### src/rtl/ldpc_stream_merge.sv
// Merges the LDPC message and check streams into one AXI4-Stream codeword with a generated tlast.
// In message-only mode the check beats are consumed and dropped.
//
// state  | meaning
// PH_MSG | passing message beats, cnt = message beat index
// PH_CK  | passing (or dropping) check beats, cnt = check beat index
module ldpc_stream_merge #(
    parameter int WIDTH    = 8,
    parameter int MSG_BITS = 7136,
    parameter int CK_BITS  = 1024
) (
    input  logic             clk,
    input  logic             rst_n,
    input  logic             mode_i,
    input  logic [WIDTH-1:0] msg_axis_tdata,
    input  logic             msg_axis_tvalid,
    output logic             msg_axis_tready,
    input  logic [WIDTH-1:0] ck_axis_tdata,
    input  logic             ck_axis_tvalid,
    input  logic             ck_axis_tlast,
    output logic             ck_axis_tready,
    output logic [WIDTH-1:0] m_axis_tdata,
    output logic             m_axis_tvalid,
    output logic             m_axis_tlast,
    input  logic             m_axis_tready,
    output logic             err_tlast_o
);

    localparam int MB      = MSG_BITS / WIDTH;
    localparam int CB      = CK_BITS / WIDTH;
    localparam int CNT_MAX = (MB > CB) ? MB : CB;
    localparam int CW      = (CNT_MAX > 1) ? $clog2(CNT_MAX) : 1;
    localparam logic [CW-1:0] MB_LAST = CW'(MB - 1);
    localparam logic [CW-1:0] CB_LAST = CW'(CB - 1);

    if (!(WIDTH == 8 || WIDTH == 16 || WIDTH == 32) || (MSG_BITS % WIDTH) != 0 ||
        (CK_BITS % WIDTH) != 0 || MB < 1 || CB < 1) begin : g_param_check
        $error("ldpc_stream_merge: illegal WIDTH/MSG_BITS/CK_BITS combination");
    end

    typedef enum logic {PH_MSG, PH_CK} phase_t;

    phase_t          phase_q, phase_d;
    logic [CW-1:0]   cnt_q, cnt_d;
    logic            mode_q, mode_d;
    logic            stall, msg_fire, ck_fire, cw_start, mode_eff;
    logic            emit, out_last, tlast_bad;
    logic [WIDTH-1:0] out_data;

    always_comb begin
        stall           = m_axis_tvalid & ~m_axis_tready;
        msg_axis_tready = (phase_q == PH_MSG) & ~stall;
        // dropped check beats never reach the output register, so they ignore backpressure
        ck_axis_tready  = (phase_q == PH_CK) & (mode_q | ~stall);
        msg_fire        = msg_axis_tvalid & msg_axis_tready;
        ck_fire         = ck_axis_tvalid & ck_axis_tready;
        cw_start        = (phase_q == PH_MSG) && (cnt_q == '0);
        mode_eff        = cw_start ? mode_i : mode_q;

        phase_d   = phase_q;
        cnt_d     = cnt_q;
        mode_d    = mode_q;
        emit      = 1'b0;
        out_data  = '0;
        out_last  = 1'b0;
        tlast_bad = 1'b0;

        case (phase_q)
            PH_MSG: begin
                if (msg_fire) begin
                    mode_d   = mode_eff;
                    emit     = 1'b1;
                    out_data = msg_axis_tdata;
                    out_last = mode_eff & (cnt_q == MB_LAST);
                    if (cnt_q == MB_LAST) begin
                        cnt_d   = '0;
                        phase_d = PH_CK;
                    end else begin
                        cnt_d = cnt_q + CW'(1);
                    end
                end
            end
            PH_CK: begin
                if (ck_fire) begin
                    emit      = ~mode_q;
                    out_data  = ck_axis_tdata;
                    out_last  = (cnt_q == CB_LAST);
                    tlast_bad = ck_axis_tlast ^ (cnt_q == CB_LAST);
                    if (cnt_q == CB_LAST) begin
                        cnt_d   = '0;
                        phase_d = PH_MSG;
                    end else begin
                        cnt_d = cnt_q + CW'(1);
                    end
                end
            end
            default: phase_d = PH_MSG;
        endcase
    end

    always_ff @(posedge clk or negedge rst_n) begin
        if (!rst_n) begin
            phase_q <= PH_MSG;
            cnt_q   <= '0;
            mode_q  <= 1'b0;
        end else begin
            phase_q <= phase_d;
            cnt_q   <= cnt_d;
            mode_q  <= mode_d;
        end
    end

    always_ff @(posedge clk or negedge rst_n) begin
        if (!rst_n) begin
            m_axis_tdata  <= '0;
            m_axis_tvalid <= 1'b0;
            m_axis_tlast  <= 1'b0;
            err_tlast_o   <= 1'b0;
        end else begin
            if (emit) begin
                m_axis_tdata  <= out_data;
                m_axis_tvalid <= 1'b1;
                m_axis_tlast  <= out_last;
            end else if (m_axis_tready) begin
                m_axis_tvalid <= 1'b0;
            end
            if (tlast_bad) begin
                err_tlast_o <= 1'b1;
            end
        end
    end

endmodule

### config.mk
export PLATFORM = sky130hd
export DESIGN_NAME = ldpc_stream_merge
export DESIGN_NICKNAME = d
export VERILOG_FILES = /design/src/rtl/ldpc_stream_merge.sv
export SDC_FILE = /design/constraint.sdc
export NUM_CORES = 1
export LEC_CHECK = 0
export ABC_AREA = 1
export ABC_CLOCK_PERIOD_IN_PS = 2800
export CORE_MARGIN = 2
export CORE_UTILIZATION = 52
export CTS_CLUSTER_DIAMETER = 120
export DETAILED_ROUTE_END_ITERATION = 16
export PLACE_DENSITY = 0.84
export SLEW_MARGIN = 15
export SYNTH_ARGS = -nofsm -noshare
export SYNTH_HDL_FRONTEND = slang
export SYNTH_SLANG_ARGS = --single-unit
### constraint.sdc
create_clock -name clk -period 2.8 [get_ports clk]
set_input_delay 0.56 -clock clk [delete_from_list [all_inputs] [get_ports clk]]
set_output_delay 0.56 -clock clk [all_outputs]
set_load 0.03 [all_outputs]
# Yosys cells after proc, flatten, opt, wreduce, memory -nomap -nowiden
# Index checks and enable logic that the tools add are counted.
op_classes:
  add_sub_neg: 1
  n_eq_ne: 4
  muxes: 24
  bitwise_logic: 12
  n_reduce_logical: 5
op_table:
  columns: ["operator", "n"]
  rows:
  - ["$mux 10", 4]
  - ["$pmux 10 s2", 1]
  - ["$mux 8", 2]
  - ["$pmux 8 s2", 1]
  - ["$mux 1", 13]
  - ["$add 10x1->10 const B", 1]
  - ["$eq 10x10->1 const B", 1]
  - ["$eq 10x7->1 const B", 1]
  - ["$logic_not 10->1", 1]
  - ["$and 1x1->1", 6]
  - ["$pmux 1 s2", 3]
  - ["$not 1->1", 4]
  - ["$reduce_and 2->1", 2]
  - ["$ne 2x1->1 const B", 1]
  - ["$ne 2x2->1 const B", 1]
  - ["$reduce_bool 2->1", 1]
  - ["$logic_and 1x1->1", 1]
  - ["$or 1x1->1", 1]
  - ["$xor 1x1->1", 1]
totals:
  ff_bits: 23
  in_bits: 23
  out_inout_bits: 13
  wordCells: 53

# Longest topological paths before layout
depth:
  depth_word: 9
  mapped_depth: 8
  ltp_nobuf: 8

# Least setup slack after synthesis
# OpenSTA, ideal clock, no wires.
synth_timing:
  path_type: "input to output"
  startpoint: "input port m_axis_tready"
  endpoint: "output port msg_axis_tready"
  arrival_ns: 1.084
  slack_ns: 1.156
  path_stages: 2
  n_path_buf: 0
  cell_sequence: "inv_1 a21oi_1"
synth_between:
  elab_chain_len: 4
synth_rtl:
  columns: ["element", "line", "text"]
  rows:
  - ["from (decl)", "25", "input logic m_axis_tready,"]
  - ["$not 1->1", "51", "stall = m_axis_tvalid & ~m_axis_tready;"]
  - ["$and 1x1->1", "51", null]
  - ["$not 1->1", "52", "msg_axis_tready = (phase_q == PH_MSG) & ~stall;"]
  - ["$and 1x1->1", "52", null]
  - ["to (decl)", "17", "output logic msg_axis_tready,"]
# Every way passes these cells.

# Worst setup path in the final report
layout_timing:
  startpoint: "input port m_axis_tready"
  endpoint: "output port ck_axis_tready"
layout_between:
  elab_chain_len: 5
layout_rtl:
  columns: ["element", "line", "text"]
  rows:
  - ["$not 1->1", "51", null]
  - ["$and 1x1->1", "51", null]
  - ["$not 1->1", "54", "ck_axis_tready = (phase_q == PH_CK) & (mode_q | ~stall);"]
  - ["$or 1x1->1", "54", null]
  - ["$and 1x1->1", "54", null]
  - ["to (decl)", "21", "output logic ck_axis_tready,"]
# Every way passes these cells.

==> flow_summary.yaml <==
outcome:
  status: "finished, final reports clean"
worst_hold_path:
  hp-start: "err_tlast_o$_DFFE_PN0P_"
  hold_class: "reg2reg"
timing:
  maxSlewHeadroom_pct: 72.3
  min_period_over_period_pct: 90.7
  finClkSkew_ps: 13.4
  max_freq_mhz: 394
  rsz0062_at_grt: "no"
  fin_setup_tns_ps: 0
  fin_crit_ps: 2540
  hold_violations: 0
  slew_viol_final: 0
  worstMarginPinSlew_ps: 416
  setup_viol: 0
cts:
  clkSinkCount: 23
  clkLatencyLatePin_ps: 340
  post_cts_buffers: 0
  cts_hold_buf: 0
  numCtsBuffers: 3
  max-clock-path-buffers: 2
  cts_root_buf: "clkbuf_4"
  post_cts_resized: 0
  clk_pin_slew_worst_paths_ps: 140
  ctsHtreeMaxLevel: 1
  cts_tree: "yes"
detailed_routing:
  vias_per_cell: 5.03
  drc: 0
  firstDrtPassIters: 5
  drt-initial-drc-count: 66
  avgRoutedWirePerCell_um: 12.1
  dr_total_vias: 1323
  totalWireLength_um: 3170
  antenna_left: 0
final_layout:
  n_antenna_cell: 0
  fill_cells: 243
  ff_latch_area_um2: 576
  syn2layout_area_growth_pct: 27.2
  post-route-util_pct: 68.0
  postLayoutCellArea_um2: 1830
  multiInputGateArea_um2: 719
  drive_gt1_share_pct: 9.48
  finalNonFillerCells: 263
  nets: 258
worst_setup_path:
  cp_max_fo: 3
  critPathArrivalTime_ps: 1980
  timing.rr.start: "cnt_q[1]$_DFFE_PN0P_"
  startpoint: "m_axis_tready"
  crit_end: "ck_axis_tready"
  r2r_setup_slack_ps: 1230
  path_cells: "clkdlybuf4s50_1, inv_1, nand3_1, nand2_1, inv_1, clkdlybuf4s50_1"
  r2r-end: "cnt_q[0]$_DFFE_PN0P_"
  crit_slowest_cell: "clkdlybuf4s50_1"
  critPathKind: "in2out"
  cp.required_ps: 2240
  start_kind: "input port"
  rr_worst_depth: 8
  cp-end-kind: "output port"
  critical-path-max-stage-delay_ps: 660
synthesis:
  yosys.area_share.simple_pct: 39.5
  yosys_warnings: 0
  yosysSeqAreaShare_pct: 40.1
  synth_seq_cells: 23
  synth.distinct_cells: 24
  syn-num-nets: 220
  synth_top_family_by_area: "simple AND/OR/NAND/NOR gates"
  synth_compound_area_share_pct: 8.80
  muxShareOfSynthArea_pct: 0
  synthAdderAreaFrac_pct: 1.74
  syn-cell-area_um2: 1440
  synth-xor-area-share_pct: 0
  syn_inst: 195
  avgSynthCellArea_um2: 7.37
power_and_ir_drop:
  leakage_nw: 0.870
  power_uw: 867
  power.density_nw_per_um2: 475
  peakVddDrop_v: 0.000329
global_route:
  antenna_found_initial: 0
  track_usage_pct: 22.3
  overflow: 0
  grt_max_degree: 24
  grt_pass1_wl_um: 5580
  grt_pass1_vias: 1247
placed_design:
  place.gp.congestion: 0.863
  io_buffers: 35
  dp_cells: 259
  placed_area_um2: 1800
  hpwl_um: 2330
die:
  pin_count: 36
  dieArea_um2: 3200
  die_w_um: 56.6
  rows: 19
  core_area_um2: 2690
  dieHeight_um: 56.6
  start_util_pct: 53.5
job:
  cap_violations: 0
==> cell families (layout without fill, tap and decap cells) <==
| kind of cell | Yosys count | after routing |
|---|---|---|
| and+or+nand+nor | 117 | 117 |
| AOI/OAI and AO/OA | 22 | 22 |
| DFF | 23 | 23 |
| adders and majority gates | 2 | 2 |
| buffers and inverters | 31 | 68 |
==> worst max-delay path: cells and delay by family <==
kind,cells,cell delay (ps)
buffers and inverters,4,1230
and+or+nand+nor,2,200
==> placed cells by master (no fill, tap or decap) <==
| cell | count |
|---|---|
| a21oi_1 | 6 |
| a31oi_1 | 8 |
| buf_4 | 1 |
| clkbuf_4 | 3 |
| clkdlybuf4s50_1 | 35 |
| clkinv_1 | 1 |
| clkinv_2 | 1 |
| dfrtp_1 | 23 |
| ha_1 | 2 |
| inv_1 | 25 |
| inv_2 | 1 |
| inv_4 | 1 |
| nand2_1 | 55 |
| nand2_2 | 5 |
| nand2_4 | 1 |
| nand3_1 | 17 |
| nand3_4 | 4 |
| nand4_1 | 4 |
| nor2_1 | 25 |
| nor2_2 | 3 |
| nor2_4 | 1 |
| nor3_1 | 1 |
| nor3_2 | 1 |
| o211ai_1 | 2 |
| o21ai_0 | 3 |
| o21ai_1 | 2 |
| o22ai_1 | 1 |
==> where the power goes <==
group / internal (mW) / leakage, nW / switching [mW] / total (mW)
Combinational: 0.0999 / 0.569 / 0.154 / 0.254
Sequential: 0.378 / 0.283 / 0.0690 / 0.447
Clock: 0.0539 / 0.0177 / 0.112 / 0.166
==> worst min-delay path by stage <==
stage | end | slack [ps] | cells past startpoint
detailed placement | err_tlast_o$_DFFE_PN0P_ | 450 | 2
global placement | err_tlast_o$_DFFE_PN0P_ | 450 | 2
floorplan | cnt_q[0]$_DFFE_PN0P_ | 260 | 0
global route | err_tlast_o$_DFFE_PN0P_ | 520 | 2
CTS | err_tlast_o$_DFFE_PN0P_ | 480 | 2
finish | err_tlast_o$_DFFE_PN0P_ | 480 | 2
==> per-stage QoR <==
| stage | hold slack (ps) | setup slack (ps) |
|---|---|---|
| final | 479 | 259 |
| after global routing | 525 | 169 |
| after CTS | 482 | 259 |
| after detailed placement | 449 | 256 |
| after global placement | 446 | 282 |
| after floorplan | 264 | 1160 |
==> sequential cells by signal (all words and copies together) (netlist names) <==
name,count
mode_q,1
m_axis_tdata,8
phase_q,1
m_axis_tlast,1
err_tlast_o,1
m_axis_tvalid,1
cnt_q,10
==> synth_stat cells, drive strengths merged <==
master	number	area share [%]
nand3	21	11
o21ai	5	1.7
buf	3	2.4
a31oi	8	3.5
a21oi	6	2.1
dfrtp	23	40
inv	27	7.2
clkinv	1	0.26
nand2	61	17
ha	2	1.7
o211ai	2	1.0
nor2	29	8.6
nand4	4	1.7
nor3	2	1.0
o22ai	1	0.44
==> routing by layer <==
layer  wire [µm]  part of all wire (%)  up-vias  track usage (%)
met3         128                   4.0        5             2.30
li1            -                     -      698                -
met4          59                   1.9        0             9.18
met1        1490                    47      587             31.6
met2        1500                    47       33             34.9
met5           0                     0        -                0
==> final cells by class <==
class,count,area share [%]
Timing Repair Buffer,36,19.6
Sequential cell,23,31.5
Clock inverter,1,0.274
Tap cell,31,2.12
Multi-Input combinational cell,141,39.4
Inverter,28,5.89
Clock buffer,3,1.23
Note: power is estimated with default switching activity, not from simulation.
